$ cat config.mk
export PLATFORM = sky130hd
export DESIGN_NAME = axi4_lite_burst_bridge
export DESIGN_NICKNAME = d
export VERILOG_FILES = /design/src/rtl/axi4_pkg.sv /design/src/rtl/axi4_lite_burst_ctl.sv /design/src/rtl/axi4_lite_burst_bridge.sv
export SDC_FILE = /design/constraint.sdc
export NUM_CORES = 1
export LEC_CHECK = 0
export BUFFER_PORTS_ARGS = -buffer_cell sky130_fd_sc_hd__buf_2
export CAP_MARGIN = 15
export CORE_MARGIN = 2
export CORE_UTILIZATION = 51
export DETAILED_ROUTE_END_ITERATION = 8
export HOLD_SLACK_MARGIN = 0.02
export PLACE_DENSITY = 0.86
export SLEW_MARGIN = 20
export SYNTH_ARGS = -nofsm -noshare
export SYNTH_HDL_FRONTEND = slang
export SYNTH_HIERARCHICAL = 1
export SYNTH_SLANG_ARGS = --single-unit
$ cat constraint.sdc
create_clock -name ACLK -period 3.12 [get_ports ACLK]
set_input_delay 0.468 -clock ACLK [delete_from_list [all_inputs] [get_ports ACLK]]
set_output_delay 0.468 -clock ACLK [all_outputs]
set_load 0.03 [all_outputs]
$ cat src/rtl/axi4_pkg.sv
// Shared AXI4 definitions for the burst bridge.
// Holds burst/response encodings, the FSM state types of both bridge
// paths, and the per-beat address advance used by the descriptor block.
package axi4_pkg;

  localparam logic [1:0] BURST_FIXED = 2'b00;
  localparam logic [1:0] BURST_INCR  = 2'b01;
  localparam logic [1:0] BURST_WRAP  = 2'b10;

  localparam logic [1:0] RESP_OKAY   = 2'b00;
  localparam logic [1:0] RESP_EXOKAY = 2'b01;
  localparam logic [1:0] RESP_SLVERR = 2'b10;
  localparam logic [1:0] RESP_DECERR = 2'b11;

  typedef enum logic [2:0] {W_IDLE, W_ADDR, W_DATA, W_RESP, W_BRESP} wr_state_e;
  typedef enum logic [1:0] {R_IDLE, R_ADDR, R_WAIT, R_OUT} rd_state_e;

  // WRAP steps like INCR; the reserved encoding holds the address like FIXED.
  // The caller truncates the result, which gives the modulo-2^addr_width wrap.
  function automatic logic [31:0] axi_next_addr(input logic [31:0] addr,
                                                input logic [2:0]  size,
                                                input logic [1:0]  burst);
    logic [31:0] nxt;
    nxt = addr;
    if (burst == BURST_INCR || burst == BURST_WRAP) nxt = addr + (32'd1 << size);
    return nxt;
  endfunction

endpackage

$ cat src/rtl/axi4_lite_burst_ctl.sv
// Burst descriptor block, one instance per bridge path.
// Ports: load_i captures the AXI4 descriptor and clears the beat counter;
// adv_i steps the address and beat counter after a completed beat.
// addr_o/prot_o/id_o present the current beat; last_o flags counter == len.
module axi4_lite_burst_ctl
  import axi4_pkg::*;
#(
  parameter int addr_width = 5,
  parameter int id_width   = 4
) (
  input  logic                  ACLK,
  input  logic                  ARESETn,
  input  logic                  load_i,
  input  logic                  adv_i,
  input  logic [addr_width-1:0] addr_i,
  input  logic [7:0]            len_i,
  input  logic [2:0]            size_i,
  input  logic [1:0]            burst_i,
  input  logic [2:0]            prot_i,
  input  logic [id_width-1:0]   id_i,
  output logic [addr_width-1:0] addr_o,
  output logic [2:0]            prot_o,
  output logic [id_width-1:0]   id_o,
  output logic                  last_o
);

  logic [addr_width-1:0] addr_q, addr_d;
  logic [7:0]            len_q, len_d, cnt_q, cnt_d;
  logic [2:0]            size_q, size_d, prot_q, prot_d;
  logic [1:0]            burst_q, burst_d;
  logic [id_width-1:0]   id_q, id_d;

  assign last_o = (cnt_q == len_q);
  assign addr_o = addr_q;
  assign prot_o = prot_q;
  assign id_o   = id_q;

  always_comb begin
    addr_d  = addr_q;
    len_d   = len_q;
    cnt_d   = cnt_q;
    size_d  = size_q;
    prot_d  = prot_q;
    burst_d = burst_q;
    id_d    = id_q;
    if (load_i) begin
      addr_d  = addr_i;
      len_d   = len_i;
      cnt_d   = '0;
      size_d  = size_i;
      prot_d  = prot_i;
      burst_d = burst_i;
      id_d    = id_i;
    end else if (adv_i) begin
      addr_d = addr_width'(axi_next_addr(32'(addr_q), size_q, burst_q));
      // Holding at len on the final beat keeps a 256-beat burst from wrapping.
      if (!last_o) cnt_d = cnt_q + 8'd1;
    end
  end

  always_ff @(posedge ACLK) begin
    if (!ARESETn) begin
      addr_q  <= '0;
      len_q   <= '0;
      cnt_q   <= '0;
      size_q  <= '0;
      prot_q  <= '0;
      burst_q <= '0;
      id_q    <= '0;
    end else begin
      addr_q  <= addr_d;
      len_q   <= len_d;
      cnt_q   <= cnt_d;
      size_q  <= size_d;
      prot_q  <= prot_d;
      burst_q <= burst_d;
      id_q    <= id_d;
    end
  end

endmodule

$ cat src/rtl/axi4_lite_burst_bridge.sv
// AXI4 burst to AXI4-Lite single-beat bridge.
// S_* ports face the AXI4 slot, M_* ports face the Lite peripheral.
// Each burst becomes LEN+1 Lite transfers; write responses merge into one B
// (worst response wins, WLAST misplacement forces SLVERR), read beats are
// re-tagged with ID and LAST. Write and read paths run independently.
//
// Write FSM  state   | meaning
//            W_IDLE  | accept AW burst descriptor
//            W_ADDR  | present Lite AW for current beat
//            W_DATA  | pass one W beat through to Lite W
//            W_RESP  | collect Lite B, merge, step beat
//            W_BRESP | present merged AXI4 B
// Read FSM   R_IDLE  | accept AR burst descriptor
//            R_ADDR  | present Lite AR for current beat
//            R_WAIT  | capture Lite R data/resp
//            R_OUT   | present AXI4 R beat with ID/LAST
module axi4_lite_burst_bridge
  import axi4_pkg::*;
#(
  parameter int data_width = 32,
  parameter int addr_width = 5,
  parameter int id_width   = 4
) (
  input  logic                    ACLK,
  input  logic                    ARESETn,
  input  logic                    S_AWVALID,
  output logic                    S_AWREADY,
  input  logic [addr_width-1:0]   S_AWADDR,
  input  logic [7:0]              S_AWLEN,
  input  logic [2:0]              S_AWSIZE,
  input  logic [1:0]              S_AWBURST,
  input  logic [2:0]              S_AWPROT,
  input  logic [id_width-1:0]     S_AWID,
  input  logic                    S_WVALID,
  output logic                    S_WREADY,
  input  logic [data_width-1:0]   S_WDATA,
  input  logic [data_width/8-1:0] S_WSTRB,
  input  logic                    S_WLAST,
  output logic                    S_BVALID,
  input  logic                    S_BREADY,
  output logic [1:0]              S_BRESP,
  output logic [id_width-1:0]     S_BID,
  input  logic                    S_ARVALID,
  output logic                    S_ARREADY,
  input  logic [addr_width-1:0]   S_ARADDR,
  input  logic [7:0]              S_ARLEN,
  input  logic [2:0]              S_ARSIZE,
  input  logic [1:0]              S_ARBURST,
  input  logic [2:0]              S_ARPROT,
  input  logic [id_width-1:0]     S_ARID,
  output logic                    S_RVALID,
  input  logic                    S_RREADY,
  output logic [data_width-1:0]   S_RDATA,
  output logic [1:0]              S_RRESP,
  output logic [id_width-1:0]     S_RID,
  output logic                    S_RLAST,
  output logic                    M_AWVALID,
  input  logic                    M_AWREADY,
  output logic [addr_width-1:0]   M_AWADDR,
  output logic [2:0]              M_AWPROT,
  output logic                    M_WVALID,
  input  logic                    M_WREADY,
  output logic [data_width-1:0]   M_WDATA,
  output logic [data_width/8-1:0] M_WSTRB,
  input  logic                    M_BVALID,
  output logic                    M_BREADY,
  input  logic [1:0]              M_BRESP,
  output logic                    M_ARVALID,
  input  logic                    M_ARREADY,
  output logic [addr_width-1:0]   M_ARADDR,
  output logic [2:0]              M_ARPROT,
  input  logic                    M_RVALID,
  output logic                    M_RREADY,
  input  logic [data_width-1:0]   M_RDATA,
  input  logic [1:0]              M_RRESP
);

  localparam int strb_width = data_width / 8;

  wr_state_e             w_state_q, w_state_d;
  rd_state_e             r_state_q, r_state_d;
  logic                  werr_q, werr_d;
  logic [1:0]            bresp_acc_q, bresp_acc_d;
  logic [data_width-1:0] rdata_q, rdata_d;
  logic [1:0]            rresp_q, rresp_d;
  logic                  w_load, w_adv, w_last, r_load, r_adv, r_last;

  axi4_lite_burst_ctl #(.addr_width(addr_width), .id_width(id_width)) u_wr_ctl (
    .ACLK(ACLK), .ARESETn(ARESETn), .load_i(w_load), .adv_i(w_adv),
    .addr_i(S_AWADDR), .len_i(S_AWLEN), .size_i(S_AWSIZE), .burst_i(S_AWBURST),
    .prot_i(S_AWPROT), .id_i(S_AWID),
    .addr_o(M_AWADDR), .prot_o(M_AWPROT), .id_o(S_BID), .last_o(w_last)
  );

  axi4_lite_burst_ctl #(.addr_width(addr_width), .id_width(id_width)) u_rd_ctl (
    .ACLK(ACLK), .ARESETn(ARESETn), .load_i(r_load), .adv_i(r_adv),
    .addr_i(S_ARADDR), .len_i(S_ARLEN), .size_i(S_ARSIZE), .burst_i(S_ARBURST),
    .prot_i(S_ARPROT), .id_i(S_ARID),
    .addr_o(M_ARADDR), .prot_o(M_ARPROT), .id_o(S_RID), .last_o(r_last)
  );

  assign S_RDATA = rdata_q;
  assign S_RRESP = rresp_q;

  always_comb begin
    w_state_d   = w_state_q;
    werr_d      = werr_q;
    bresp_acc_d = bresp_acc_q;
    w_load      = 1'b0;
    w_adv       = 1'b0;
    S_AWREADY   = 1'b0;
    S_WREADY    = 1'b0;
    S_BVALID    = 1'b0;
    S_BRESP     = RESP_OKAY;
    M_AWVALID   = 1'b0;
    M_WVALID    = 1'b0;
    M_WDATA     = '0;
    M_WSTRB     = '0;
    M_BREADY    = 1'b0;
    unique case (w_state_q)
      W_IDLE: begin
        S_AWREADY = 1'b1;
        if (S_AWVALID) begin
          w_load      = 1'b1;
          werr_d      = 1'b0;
          bresp_acc_d = RESP_OKAY;
          w_state_d   = W_ADDR;
        end
      end
      W_ADDR: begin
        M_AWVALID = 1'b1;
        if (M_AWREADY) w_state_d = W_DATA;
      end
      W_DATA: begin
        M_WVALID = S_WVALID;
        S_WREADY = M_WREADY;
        M_WDATA  = S_WDATA;
        M_WSTRB  = S_WSTRB;
        if (S_WVALID && M_WREADY) begin
          // A misplaced WLAST still forwards the beat but poisons the B response.
          if (S_WLAST != w_last) werr_d = 1'b1;
          w_state_d = W_RESP;
        end
      end
      W_RESP: begin
        M_BREADY = 1'b1;
        if (M_BVALID) begin
          if (M_BRESP > bresp_acc_q) bresp_acc_d = M_BRESP;
          w_adv     = 1'b1;
          w_state_d = w_last ? W_BRESP : W_ADDR;
        end
      end
      W_BRESP: begin
        S_BVALID = 1'b1;
        S_BRESP  = werr_q ? RESP_SLVERR : bresp_acc_q;
        if (S_BREADY) w_state_d = W_IDLE;
      end
      default: w_state_d = W_IDLE;
    endcase
  end

  always_comb begin
    r_state_d = r_state_q;
    rdata_d   = rdata_q;
    rresp_d   = rresp_q;
    r_load    = 1'b0;
    r_adv     = 1'b0;
    S_ARREADY = 1'b0;
    S_RVALID  = 1'b0;
    S_RLAST   = 1'b0;
    M_ARVALID = 1'b0;
    M_RREADY  = 1'b0;
    unique case (r_state_q)
      R_IDLE: begin
        S_ARREADY = 1'b1;
        if (S_ARVALID) begin
          r_load    = 1'b1;
          r_state_d = R_ADDR;
        end
      end
      R_ADDR: begin
        M_ARVALID = 1'b1;
        if (M_ARREADY) r_state_d = R_WAIT;
      end
      R_WAIT: begin
        M_RREADY = 1'b1;
        if (M_RVALID) begin
          rdata_d   = M_RDATA;
          rresp_d   = M_RRESP;
          r_state_d = R_OUT;
        end
      end
      R_OUT: begin
        S_RVALID = 1'b1;
        S_RLAST  = r_last;
        if (S_RREADY) begin
          r_adv     = 1'b1;
          r_state_d = r_last ? R_IDLE : R_ADDR;
        end
      end
    endcase
  end

  always_ff @(posedge ACLK) begin
    if (!ARESETn) begin
      w_state_q   <= W_IDLE;
      r_state_q   <= R_IDLE;
      werr_q      <= 1'b0;
      bresp_acc_q <= RESP_OKAY;
      rdata_q     <= '0;
      rresp_q     <= RESP_OKAY;
    end else begin
      w_state_q   <= w_state_d;
      r_state_q   <= r_state_d;
      werr_q      <= werr_d;
      bresp_acc_q <= bresp_acc_d;
      rdata_q     <= rdata_d;
      rresp_q     <= rresp_d;
    end
  end

endmodule

==> After elaboration in Yosys (flattened, before gate mapping) <==
Index checks and enable logic that the tools add are counted.
{ "word_totals": {"ff_bits": 108, "in_bits": 135, "wordCells": 127} }
{ "classes": {"add_sub_neg": 4, "order_cmp": 1, "eq_ne": 25, "shifts": 2, "muxes": 50, "bitwise": 3, "reduce_logical": 22} }
{ "ops": {"columns": ["operator", "count"], "rows": [
  ["two-way mux 32 bit", 1],
  ["two-way mux 5 bit", 6],
  ["two-way mux 1 bit", 23],
  ["!= test 2 bit (second input constant)", 11],
  ["two-way mux 2 bit", 9],
  ["two-way mux 3 bit", 6],
  ["adder 8 x 1 -> 8 bit (second input constant)", 2],
  ["equality test 8 bit", 2],
  ["case mux 3 bit (5 select lines)", 1],
  ["AND reduction 4 bit", 3],
  ["nonzero test 2 bit", 6],
  ["adder 5 bit", 2],
  ["AND reduction 2 bit", 5],
  ["left shift 1 x 3 -> 5 bit (first input constant)", 2],
  ["equality test 2 bit (second input constant)", 4],
  ["case mux 2 bit (4 select lines)", 1],
  ["equality test 2 x 1 -> 1 bit (second input constant)", 3],
  ["equality test 3 x 2 -> 1 bit (second input constant)", 2],
  ["AND reduction 5 bit", 1],
  ["two-way mux 4 bit", 1],
  ["case mux 2 bit (2 select lines)", 1],
  ["OR reduction 2 bit", 2],
  ["equality test 3 x 1 -> 1 bit (second input constant)", 1],
  ["equality test 3 bit (second input constant)", 1],
  ["8 further kinds", 11]
]} }

==> Depth between registers and ports, before layout <==
{ "logic_depth": {"ltp_word": 5, "mapped_depth": 9, "mapped_depth_nobuf": 9} }

==> Modules after synthesis <==
The synthesis kept the hierarchy.
{ "modules_own_cells": {"columns": ["module", "instances", "cells_each", "area_each_um2", "seq_area_each_um2"], "rows": [
  ["axi4_lite_burst_ctl", 2, 168, 1615.3, 660.6],
  ["axi4_lite_burst_bridge", 1, 268, 2145.8, 840.8]
]} }

==> Least setup slack after synthesis <==
Ideal clock, no wire load.
{ "synth_timing": {"path_kind": "reg2reg", "startpoint": "register u_rd_ctl.addr_q[0], in the netlist u_rd_ctl/addr_o[0]", "endpoint": "register u_rd_ctl.addr_q[4], in the netlist u_rd_ctl/addr_o[4]", "setup_time_ns": 0.074, "arrival_ns": 1.992, "required_ns": 3.046, "setup_slack_ns": 1.054, "path_stages_with_launch": 9, "n_path_buf": 0, "synth_period_minus_slack_ns": 2.066, "path_cell_list": "dfxtp_1 -> ha_1 -> inv_1 -> fa_1 -> nand2b_1 -> a21oi_1 -> xor2_1 -> or3_1 -> a31oi_1"} }
{ "synth_via": {"elab_chain_len": 4} }
{ "synth_lines": {"columns": ["element", "line", "source"], "rows": [
  ["from (decl)", "axi4_lite_burst_ctl.sv:27", "logic [addr_width-1:0] addr_q, addr_d;"],
  ["from (signal assigned)", "axi4_lite_burst_ctl.sv:71", "addr_q <= addr_d;"],
  ["adder 5 bit", "axi4_pkg.sv:25", "if (burst == BURST_INCR || burst == BURST_WRAP) nxt = addr + (32'd1 << size);"],
  ["two-way mux 5 bit", "axi4_pkg.sv:25", null],
  ["two-way mux 5 bit", "axi4_lite_burst_ctl.sv:54", "end else if (adv_i) begin"],
  ["two-way mux 5 bit", "axi4_lite_burst_ctl.sv:46", "if (load_i) begin"]
]} }
No other way between the ends. The select of a mux whose other input is x is not followed.
A chain may end at the register's enable or synchronous reset.

==> Worst setup path after layout <==
{ "layout_timing": {"startpoint": "register u_rd_ctl.cnt_q[2]", "endpoint": "output S_RLAST"} }
{ "layout_via": {"elab_chain_len": 2} }
{ "layout_lines": {"columns": ["element", "line", "source"], "rows": [
  ["from (decl)", "axi4_lite_burst_ctl.sv:28", "logic [7:0] len_q, len_d, cnt_q, cnt_d;"],
  ["from (signal assigned)", "axi4_lite_burst_ctl.sv:73", "cnt_q <= cnt_d;"],
  ["equality test 8 bit", "axi4_lite_burst_ctl.sv:33", "assign last_o = (cnt_q == len_q);"],
  ["net r_last", "axi4_lite_burst_bridge.sv:86", "logic w_load, w_adv, w_last, r_load, r_adv, r_last;"],
  ["two-way mux 1 bit", "axi4_lite_burst_bridge.sv:173", "unique case (r_state_q)"],
  ["to (decl)", "axi4_lite_burst_bridge.sv:56", "output logic S_RLAST,"]
]} }
The timed path passes the listed nets, and every way through them passes these cells.

==> metrics.txt <==
status=completed; Inserted Clock Buffers=9; max incr delay on CP=around 440 ps; Static Leak=3.37 nW; Max Slew Vio Count=0; Port Buffer Count=241; placed insts=between 900 and 1000; maximum clock rate=413 MHz; Switching Share=37.4%; postcts setup bufs=0; Worst-path clk slew=110 ps; Total GRT Usage=approximately 23%; Hold/Removal Path Class=in -> reg; post-synthesis sequential area ratio=40.2%; worst slew pin tran=~500 ps; syn nets=758; Top Ports=about 240; Post-CTS Resized=0; vias in the first global route=4570; GP Congestion=0.840; TritonCTS clock tree=done; Power Dens Cells=566 nW/um2; Worst slew margin=66.0%; Final period util=~78%; critical-path cell list=xor2_1 -> nor4_1 -> and2_4 -> and2_1 -> buf_2; Worst setup SP type=register; Layout Skew=11.1 ps; clock share of power=23.5%; synthesized cell area=5380 um2; Layout Cells excl Fill=974; Int Power=around 2.4 mW; clock tree buffer depth=2; fin area=roughly 6900 um2; max-cap violations=0; Worst VDD drop=0.263 mV; Initial Utilization=52.3%; die area=11400 um2; Min Hold Slack=between 300 and 400 ps; Yosys cell types=47; Synth Area per Inst=between 8 and 9 um2; Rows=37; Post-Synthesis Cells=604; Bufs and invs on worst path=1; Comb pwr share=~34%; RSZ-0062 raised after global routing=false; Clock Sinks=108; Slowest-stage cell, CP=nor4_1; worst path arrival time=approximately 2000 ps; Chip Width=107 um; final WL=13.0 mm; required time of the critical path=roughly 2700 ps; initial antenna violation count=3; FF+latch area=2160 um2; DR vias=4843; DRT antenna net count=0; area of the multi-input gates=about 3000 um2; share of layout cells above drive strength 1=33.0%; top flip-flop cell by instance count after synthesis=dfxtp_1; Net Sw Power=~1.5 mW; count of final setup violators=0; WL/cell=~13 um; Fillers=approximately 900; Layout Nets=between 900 and 1000; CORE AREA=10300 um2; commonest non-fill, non-tap cell in the layout=buf_2; CP Capture Type=output port; # DRC=0; die height=107 um; initial drt markers=250; Seq cells post-synth=approximately 110; Fin. Hold Viols=0; grt ovf=0; first-pass GRT wire length=21.0 mm; EDFF count, synth=0; Layout area overhead=27.6%; clock latency on the worst-skew pair=370 ps; Core Util, Final=66.8%; dpl ws=944 ps; Crit path max-delay family=simple AND/OR/NAND/NOR gates; commonest cells after routing, fill and taps aside=buf_2 (241), dfxtp_1 (108), nand2_1 (95); setup TNS=0 ps; Seq pwr share=42.4%; Critical Setup Path Class=reg -> out; detailed placement HPWL=around 10 mm; Final WS setup=699 ps; Tot Pwr=3.89 mW; TritonRoute pass-1 iters=4; largest net degree at the start of global routing=between 40 and 50; hold buffers post-CTS=0; clock period minus final worst setup slack=2420 ps; H-tree depth=3; FFs w/ async S/R, synth=0%; synth warn=6; CP max FO=12; Root Buffer=clkbuf_8; routed vias/inst=4.97; dpl cell area=6650 um2
==> state kept, by name, indices dropped and copies added, names as in the netlist, 2 cells and up <==
signal	cells
r_state_q	2
u_wr_ctl/size_q	3
u_rd_ctl/size_q	3
u_wr_ctl/cnt_q	8
u_rd_ctl/len_q	8
u_rd_ctl/id_o	4
u_rd_ctl/addr_o	5
S_RDATA	32
S_RRESP	2
u_wr_ctl/id_o	4
u_wr_ctl/burst_q	2
u_wr_ctl/prot_o	3
w_state_q	3
u_rd_ctl/cnt_q	8
bresp_acc_q	2
u_rd_ctl/prot_o	3
u_wr_ctl/len_q	8
u_wr_ctl/addr_o	5
u_rd_ctl/burst_q	2
==> synthesized netlist by cell type (6+ instances only) <==
library cell	n	area share (%)
nand2b_1	6	0.70
buf_2	9	0.84
a21boi_0	37	5.2
dfxtp_1	108	40
ha_1	17	4.0
nand4_1	6	0.70
inv_1	16	1.1
nand2_1	95	6.6
o21ai_0	19	1.8
clkbuf_1	15	1.0
a21oi_1	19	1.8
and2_1	46	5.4
xor2_1	23	3.7
nor2_1	19	1.3
xnor2_1	6	0.98
mux2i_1	48	8.9
nor2b_1	43	5.0
or3_1	11	1.3
==> worst paths after layout <==
| check | startpoint | to | slack (ps) | cells past startpoint |
|---|---|---|---|---|
| setup reg to reg | u_rd_ctl/size_q[2]$_SDFFE_PN0P_ | u_rd_ctl/addr_o[4]$_SDFFE_PN0P_ | 910 | 9 |
| hold reg to reg | S_RDATA[23]$_SDFFE_PN0P_ | S_RDATA[23]$_SDFFE_PN0P_ | 470 | 2 |
| hold / removal | S_AWADDR[0] | u_wr_ctl/addr_o[0]$_SDFFE_PN0P_ | 310 | 2 |
| setup / recovery | u_rd_ctl/cnt_q[2]$_SDFFE_PP0P_ | S_RLAST | 700 | 5 |
==> per-layer routing <==
metal / vias up / track usage [%] / wire length (um)
li1: 2479 / - / -
met1: 2193 / 27.6 / 5480
met2: 149 / 39.3 / 6430
met3: 18 / 5.78 / 952
met4: 4 / 5.94 / 133
met5: - / 0 / 31
==> kinds of logic (layout without fill, tap and decap cells) <==
kind of cell | count (synthesis) | in the layout | synth area share [%]
XOR/XNOR | 29 | 29 | 4.72
flip-flops | 108 | 108 | 40.2
AO/OA/AOI/OAI | 97 | 97 | 12.1
buffers and inverters | 49 | 282 | 4.19
AND/OR/NAND/NOR | 251 | 251 | 24.5
multiplexers | 51 | 51 | 9.63
other | 0 | 1 | 0
adder cells (fa/ha/maj) | 19 | 19 | 4.70
==> power by group through the flow <==
stage | Clock [mW] | Combinational (mW) | Sequential [mW]
floorplan | 0 | 0.818 | 1.85
global placement | 0 | 1.31 | 1.67
detailed placement | 0 | 1.33 | 1.68
CTS | 0.939 | 1.33 | 1.65
global route | 0.999 | 1.46 | 1.67
finish | 0.914 | 1.33 | 1.65
==> final cells by class <==
cell class,instances,area share (%)
tap,136,2.48
sequential,108,31.5
clock inverter,7,1.29
multi-input combinational,447,43.6
clock buffer,9,1.80
inverter,18,0.985
antenna,1,0.0365
timing repair buffer,248,18.3
Note: power is estimated with default switching activity, not from simulation.
